## src/rtl/amber48_pipe_ctrl.sv

```systemverilog
// Purpose: decode/execute sequencing for amber48 - register scoreboard, branch flush, trap drain.
// Latency: issue/stall/flush/redirect are combinational; scoreboard and FSM update on the next edge.
// Backpressure: decode is held (stall_o) on RAW/WAW hazards, during flush, and outside RUN.
//
// Ports:
//   clk, rst                       core clock, synchronous active-high reset
//   id_*                           decode-stage instruction fields; id_issue_o/stall_o report the outcome
//   ex_*                           execute-stage result, branch and trap inputs
//   wb_*                           writeback retirement, clears scoreboard entries
//   flush_o, redirect_*            fetch/decode kill and new fetch PC
//   trap_cause_o, trap_epc_o       cause and PC of the most recent trap
//   busy_o                         controller is draining or vectoring
//   stall_cnt_o                    saturating count of stalled decode cycles

package amber48_pipe_ctrl_pkg;
  typedef enum logic [2:0] {
    TRAP_NONE     = 3'd0,
    TRAP_ILLEGAL  = 3'd1,
    TRAP_ECALL    = 3'd2,
    TRAP_EBREAK   = 3'd3,
    TRAP_MISALIGN = 3'd4,
    TRAP_ACCESS   = 3'd5
  } amber48_trap_e;
endpackage

module amber48_pipe_ctrl
  import amber48_pipe_ctrl_pkg::*;
#(
  parameter int                XLEN           = 48,
  parameter int                REG_COUNT      = 16,
  parameter int                REG_ADDR_WIDTH = $clog2(REG_COUNT),
  parameter logic [XLEN-1:0]   TRAP_VECTOR    = 48'h0,
  parameter int                CNT_WIDTH      = 32
) (
  input  logic                      clk,
  input  logic                      rst,
  input  logic                      id_valid_i,
  input  logic [REG_ADDR_WIDTH-1:0] id_rs1_i,
  input  logic [REG_ADDR_WIDTH-1:0] id_rs2_i,
  input  logic [REG_ADDR_WIDTH-1:0] id_rd_i,
  input  logic                      id_uses_rs2_i,
  input  logic                      id_writes_rd_i,
  output logic                      id_issue_o,
  output logic                      stall_o,
  input  logic                      ex_valid_i,
  input  logic [XLEN-1:0]           ex_pc_i,
  input  logic                      ex_branch_taken_i,
  input  logic [XLEN-1:0]           ex_branch_target_i,
  input  logic                      ex_trap_i,
  input  amber48_trap_e             ex_trap_cause_i,
  input  logic                      wb_valid_i,
  input  logic                      wb_we_i,
  input  logic [REG_ADDR_WIDTH-1:0] wb_rd_i,
  output logic                      flush_o,
  output logic                      redirect_valid_o,
  output logic [XLEN-1:0]           redirect_pc_o,
  output amber48_trap_e             trap_cause_o,
  output logic [XLEN-1:0]           trap_epc_o,
  output logic                      busy_o,
  output logic [CNT_WIDTH-1:0]      stall_cnt_o
);

  typedef enum logic [1:0] {
    ST_RUN    = 2'd0,
    ST_DRAIN  = 2'd1,
    ST_VECTOR = 2'd2
  } state_e;

  state_e                state_q, state_d;
  logic [REG_COUNT-1:0]  pending_q;
  logic [REG_COUNT-1:0]  set_mask, clr_mask;
  logic                  hazard;
  logic                  trap_take;
  amber48_trap_e         cause_q;
  logic [XLEN-1:0]       epc_q;
  logic [CNT_WIDTH-1:0]  cnt_q;

  // Registered scoreboard only: a writeback in this cycle does not unblock
  // a dependent instruction until the following cycle.
  assign hazard = pending_q[id_rs1_i]
                | (id_uses_rs2_i  & pending_q[id_rs2_i])
                | (id_writes_rd_i & pending_q[id_rd_i]);

  assign id_issue_o = id_valid_i & ~hazard & (state_q == ST_RUN) & ~flush_o;
  assign stall_o    = id_valid_i & ~id_issue_o;
  assign busy_o     = (state_q != ST_RUN);

  assign trap_cause_o = cause_q;
  assign trap_epc_o   = epc_q;
  assign stall_cnt_o  = cnt_q;

  always_comb begin
    state_d          = state_q;
    flush_o          = 1'b0;
    redirect_valid_o = 1'b0;
    redirect_pc_o    = '0;
    trap_take        = 1'b0;
    case (state_q)
      ST_RUN: begin
        // Trap outranks a taken branch from the same instruction.
        if (ex_valid_i && ex_trap_i) begin
          flush_o   = 1'b1;
          trap_take = 1'b1;
          state_d   = ST_DRAIN;
        end else if (ex_valid_i && ex_branch_taken_i) begin
          flush_o          = 1'b1;
          redirect_valid_o = 1'b1;
          redirect_pc_o    = ex_branch_target_i;
        end
      end
      ST_DRAIN: begin
        // Wait for every older write to retire; the trapping instruction's
        // own rd was never marked because issue is blocked behind it.
        flush_o = 1'b1;
        if (pending_q == '0) begin
          state_d = ST_VECTOR;
        end
      end
      ST_VECTOR: begin
        flush_o          = 1'b1;
        redirect_valid_o = 1'b1;
        redirect_pc_o    = TRAP_VECTOR;
        state_d          = ST_RUN;
      end
      default: begin
        state_d = ST_RUN;
      end
    endcase
  end

  always_comb begin
    set_mask = '0;
    clr_mask = '0;
    if (id_issue_o && id_writes_rd_i && (id_rd_i != '0)) begin
      set_mask[id_rd_i] = 1'b1;
    end
    if (wb_valid_i && wb_we_i) begin
      clr_mask[wb_rd_i] = 1'b1;
    end
  end

  always_ff @(posedge clk) begin
    if (rst) begin
      state_q   <= ST_RUN;
      pending_q <= '0;
      cause_q   <= TRAP_NONE;
      epc_q     <= '0;
      cnt_q     <= '0;
    end else begin
      state_q <= state_d;
      // Set is applied after clear so a new writer wins over a retiring one.
      pending_q <= (pending_q & ~clr_mask) | set_mask;
      if (trap_take) begin
        cause_q <= ex_trap_cause_i;
        epc_q   <= ex_pc_i;
      end
      if (stall_o && (cnt_q != '1)) begin
        cnt_q <= cnt_q + 1'b1;
      end
    end
  end

endmodule

```

## config.mk

```make
export PLATFORM = sky130hd
export DESIGN_NAME = amber48_pipe_ctrl
export DESIGN_NICKNAME = d
export VERILOG_FILES = /design/src/rtl/amber48_pipe_ctrl.sv
export SDC_FILE = /design/constraint.sdc
export NUM_CORES = 1
export LEC_CHECK = 0
export CAP_MARGIN = 10
export CORE_MARGIN = 2
export CORE_UTILIZATION = 45
export CTS_BUF_LIST = sky130_fd_sc_hd__clkbuf_4 sky130_fd_sc_hd__clkbuf_8
export CTS_CLUSTER_SIZE = 8
export DETAILED_ROUTE_END_ITERATION = 8
export GPL_ROUTABILITY_DRIVEN = 0
export PLACE_DENSITY = 0.95
export SYNTH_ARGS = -nofsm -noshare
export SYNTH_HDL_FRONTEND = slang
export SYNTH_SLANG_ARGS = --single-unit
```

## constraint.sdc

```tcl
create_clock -name clk -period 8.2 [get_ports clk]
set_input_delay 1.23 -clock clk [delete_from_list [all_inputs] [get_ports clk]]
set_output_delay 1.23 -clock clk [all_outputs]
set_load 0.03 [all_outputs]
```

# [Word level (Yosys, flattened, before mapping)]
# Index checks and enable logic that the tools add are counted.
[totals] reg_bits=101 out_inout_bits=136 wordCells=70
[classes] addsub=1 magnitude_cmp=6 eq_ne=5 muxes=25 bitwise_logic=14 n_reduce_logical=14
[ops] operator="$mux 48" n=3
[ops] operator="$add 32x1->32 const B" n=1
[ops] operator="$mux 16" n=2
[ops] operator="$ne 32x32->1 const B" n=1
[ops] operator="$lt 4x5->1 const B" n=4
[ops] operator="$and 16x16->16" n=1
[ops] operator="$logic_not 16->1" n=1
[ops] operator="$not 16->16" n=1
[ops] operator="$or 16x16->16" n=1
[ops] operator="$bmux 1 s4" n=3
[ops] operator="$mux 1" n=10
[ops] operator="$demux 1 s4" n=2
[ops] operator="$ge 4x1->1 const B" n=2
[ops] operator="$logic_and 1x1->1" n=8
[ops] operator="$and 1x1->1" n=6
[ops] operator="$mux 2" n=2
[ops] operator="$pmux 1 s2" n=2
[ops] operator="$pmux 2 s2" n=1
[ops] operator="$reduce_bool 4->1" n=1
[ops] operator="$not 1->1" n=3
[ops] operator="$eq 2x1->1 const B" n=1
[ops] operator="$eq 2x2->1 const B" n=1
[ops] operator="$logic_not 2->1" n=1
[ops] operator="$ne 2x1->1 const B" n=1
[ops] operator="5 further kinds" n=6

# [Longest topological paths before layout]
[logic_depth] ltp_word=13 ltp_mapped=11 mapped_depth_nobuf=8

# [Worst setup path before layout]
# Ideal clock, no wire load.
[synth_timing] path_kind="input-to-output" from="input id_rd_i[0]" to="output stall_o" arrival_time_ps=3336 required_ps=6970 path_slack_ps=3634 cell_stages=9 path_buffers=4 cell_sequence="buf_2 > mux4_2 > o2111a_1 > a2111oi_2 > and4_1 > buf_4 > buf_6 > buf_2 > nor2b_1"
[synth_via] elab_chain_cells=10
[synth_rtl] item="start: declaration" line="40" source="input logic [REG_ADDR_WIDTH-1:0] id_rd_i,"
[synth_rtl] item="$bmux 1 s4" line="82" source="| (id_writes_rd_i & pending_q[id_rd_i]);"
[synth_rtl] item="$mux 1 (implied by the code)" line="82"
[synth_rtl] item="$and 1x1->1" line="82"
[synth_rtl] item="$or 1x1->1" line="82"
[synth_rtl] item="$not 1->1" line="84" source="assign id_issue_o = id_valid_i & ~hazard & (state_q == ST_RUN) & ~flush_o;"
[synth_rtl] item="$and 1x1->1 (3 in a row)" line="84"
[synth_rtl] item="named net id_issue_o" line="43" source="output logic id_issue_o,"
[synth_rtl] item="$not 1->1" line="85" source="assign stall_o = id_valid_i & ~id_issue_o;"
[synth_rtl] item="$and 1x1->1" line="85"
[synth_rtl] item="end: declaration" line="44" source="output logic stall_o,"
# The timed path passes the listed nets, and every way through them passes these cells. The select of a mux whose other input is x is not followed.

# [Final worst setup path]
[layout_timing] from="input id_rd_i[0]" to="output id_issue_o"
[layout_via] elab_chain_cells=8
[layout_rtl] item="$bmux 1 s4" line="82"
[layout_rtl] item="$mux 1 (implied by the code)" line="82"
[layout_rtl] item="$and 1x1->1" line="82"
[layout_rtl] item="$or 1x1->1" line="82"
[layout_rtl] item="$not 1->1" line="84"
[layout_rtl] item="$and 1x1->1 (3 in a row)" line="84"
[layout_rtl] item="end: declaration" line="43"
# No other way between the ends. The select of a mux whose other input is x is not followed.

==> metrics.txt <==
Flop pwr share 0.447; crit path DAT around 4.6 ns; Critical Path End Type output port; # resized after CTS 0; Synth Warn # 0; clk buf depth 2; DR vias ~5,800; Core Area approximately 11,000 um2; Max FO, Critical Path 62; Final nets approximately 1,000; final setup vio count 0; aggregate routed wire length 18,820 um; CTS tree yes; routed vias/inst 5.746; Setup Buffers After CTS 0; CTS H-tree depth 3; Worst Path Buf+Inv 3; RSZ-0062 raised after global routing no; CP cell instances clkdlybuf4s50_1 > mux4_2 > o2111a_1 > a2111oi_2 > and4_1 > buf_4 > clkdlybuf4s50_1; final core utilization 0.7278; Cells after Synth about 630; pin slew with the least headroom to its limit roughly 1.2 ns; first-pass GRT wire length 28,680 um; PD cells about 140 nW/um2; Final period util 0.7055; Synth area leader dfxtp_1; WS Path Type primary input to output port; Root Driver clkbuf_8; DP Wirelength roughly 14,000 um; vias in the first global route roughly 5,200; synth top area cells dfxtp_1 (40%), nand2_1 (8.9%), a21oi_1 (7.7%), and2_1 (6.4%), o31ai_1 (2.9%); Fin Setup TNS 0 ns; Logic pwr share 0.213; detailed-route DRC error count 0; Distinct cells, synth 48; share of cells above drive strength 1 0.04756; Global Route met1 Usage 0.3539; net count after synthesis 760; Chip Height 110.6 um; max-slew violations 0; achievable frequency between 150 and 200 MHz; most common cell in the netlist nand2_1; status finished, final reports clean; Tot GR Track Use 0.2892; Critical Path Slowest Stage Cell clkdlybuf4s50_1; post-synth top area share 0.3954; Seq/Total Area, Yosys 0.3954; grt met3 use 0.07574; slew margin rel. 0.2007; max_cap viols 0; Synth Register Bits approximately 100; worst hold path type flop to flop; Horiz. Die Dim between 100 and 150 um; P_leak roughly 2.8 nW; GR Util met2 0.4908; initial antenna violation count 1; CP delay by family, top buffers and inverters; Switch Pwr approximately 0.31 mW; Iter 0 DRT Violations a little under 500; Detail Route Antenna Nets 0; CP required approximately 7 ns; Fin. Hold Viols 0; clock slew at reported path FFs 0.09 ns; I/O Pins approximately 260; Final Non-Filler Cells 1,003; Tmin final slightly below 6 ns; crit start category primary input; asr flop ratio synth 0; Placed Cells 985; commonest cells in the synthesized netlist nand2_1 (121), dfxtp_1 (101), a21oi_1 (79); grt total ovfl 0; hold buffers post-CTS 0; num rows 38; Clock Sinks 101; Pint 0.8402 mW; Die ar. roughly 12,000 um2; slowest stage delay, CP between 0.7 and 0.8 ns; area grow syn2layout 56.33%; Sw Ratio 0.2708; EDFF count, synth 0; mean post-synth cell area about 8.1 um2; top_reg_cell synth dfxtp_1; DR WL/cell 18.76 um; mapped cell area around 5100 um2; first-pass iteration count of the detailed router 5; CTS Buf Count 9; Port Buffers 260; Clock Latency Late Sink approximately 0.37 ns; peak supply drop 0.00009504 V; largest net degree at the start of global routing 93; gr busiest metal met2; cell mode on critical path clkdlybuf4s50_1; worst clock skew approximately 0.019 ns; Power, Total approximately 1.2 mW; Clk pwr share 0.340; Starting Density 0.4656
[flip-flops by register name (all words and copies together), names as in the netlist]
| name | cells |
|---|---|
| stall_cnt_o | 32 |
| trap_cause_o | 3 |
| pending_q | 16 |
| trap_epc_o | 48 |
| state_q | 2 |
[cell type report]
| class | count | area, um2 |
|---|---|---|
| repair buffers | 263 | 2640 |
| flip-flops and latches | 101 | 2022 |
| clock buffers | 11 | 151.4 |
| inverters | 8 | 30.03 |
| clock inverters | 5 | 103.9 |
| multi-input cells | 474 | 2869 |
| fillers | 775 | 2989 |
| well taps | 140 | 175.2 |
| diodes | 1 | 2.502 |
[final timing paths]
check / depth (start not counted) / to / from / slack (ns)
setup / recovery: 7 / id_issue_o / id_rd_i[0] / 2.42
hold / removal: 2 / trap_epc_o[21] / trap_epc_o[21] / 0.46
setup reg to reg: 8 / stall_cnt_o[0] / stall_cnt_o[0] / 5.09
hold reg to reg: 2 / trap_epc_o[21] / trap_epc_o[21] / 0.46
[through the flow]
stage	hold slack, ns	worst slack (ns)	instance area, um2
floorplan	0.4406	3.634	5114
global placement	0.4412	2.497	7709
detailed placement	0.4457	2.453	7709
CTS	0.4606	2.454	7964
global route	0.4721	2.254	7994
finish	0.4577	2.415	7994
[per-layer routing]
layer	wire length, um	vias to the layer above
met4	705	0
met2	9120	338
met1	7391	2661
li1	-	2703
met3	1600	61
met5	0	-
[kinds of logic (layout without fill, tap and decap cells)]
family / Yosys count / in the layout / synth area share
flip-flops: 101 / 101 / 0.3954
AO/OA/AOI/OAI: 145 / 145 / 0.1674
buffers and inverters: 54 / 287 / 0.04478
other: 0 / 1 / 0
AND/OR/NAND/NOR: 297 / 297 / 0.3058
adder cells (fa/ha/maj): 6 / 6 / 0.01468
multiplexers: 26 / 26 / 0.07194
[tightest hold or removal path: stages (launching register included)]
cell and delay (ns):
dfxtp_1 0.32, nand2_1 0.05, a21oi_1 0.05
[cells in the final DEF (no fill, tap or decap), drive strengths merged, types with 4 or more instances in the layout]
master / instances
or4: 20
nand2b: 7
and4: 7
nand3: 18
or3: 4
dfxtp: 101
nor2b: 9
clkbuf: 11
mux2i: 9
nand2: 121
and2: 52
nand4: 13
o21ai: 21
buf: 4
mux2: 10
clkdlybuf4s50: 259
nor2: 15
o211ai: 11
mux4: 7
ha: 6
inv: 9
and3: 10
o31ai: 20
nor4: 4
a21oi: 79
[power by group through the flow]
stage	registers [mW]	logic, mW	clock network, mW
floorplan	0.552	0.0916	0
detailed placement	0.526	0.242	0
finish	0.515	0.246	0.392
global route	0.516	0.260	0.420
global placement	0.525	0.239	0
CTS	0.515	0.243	0.398
Power figures use the tool's default switching activity.
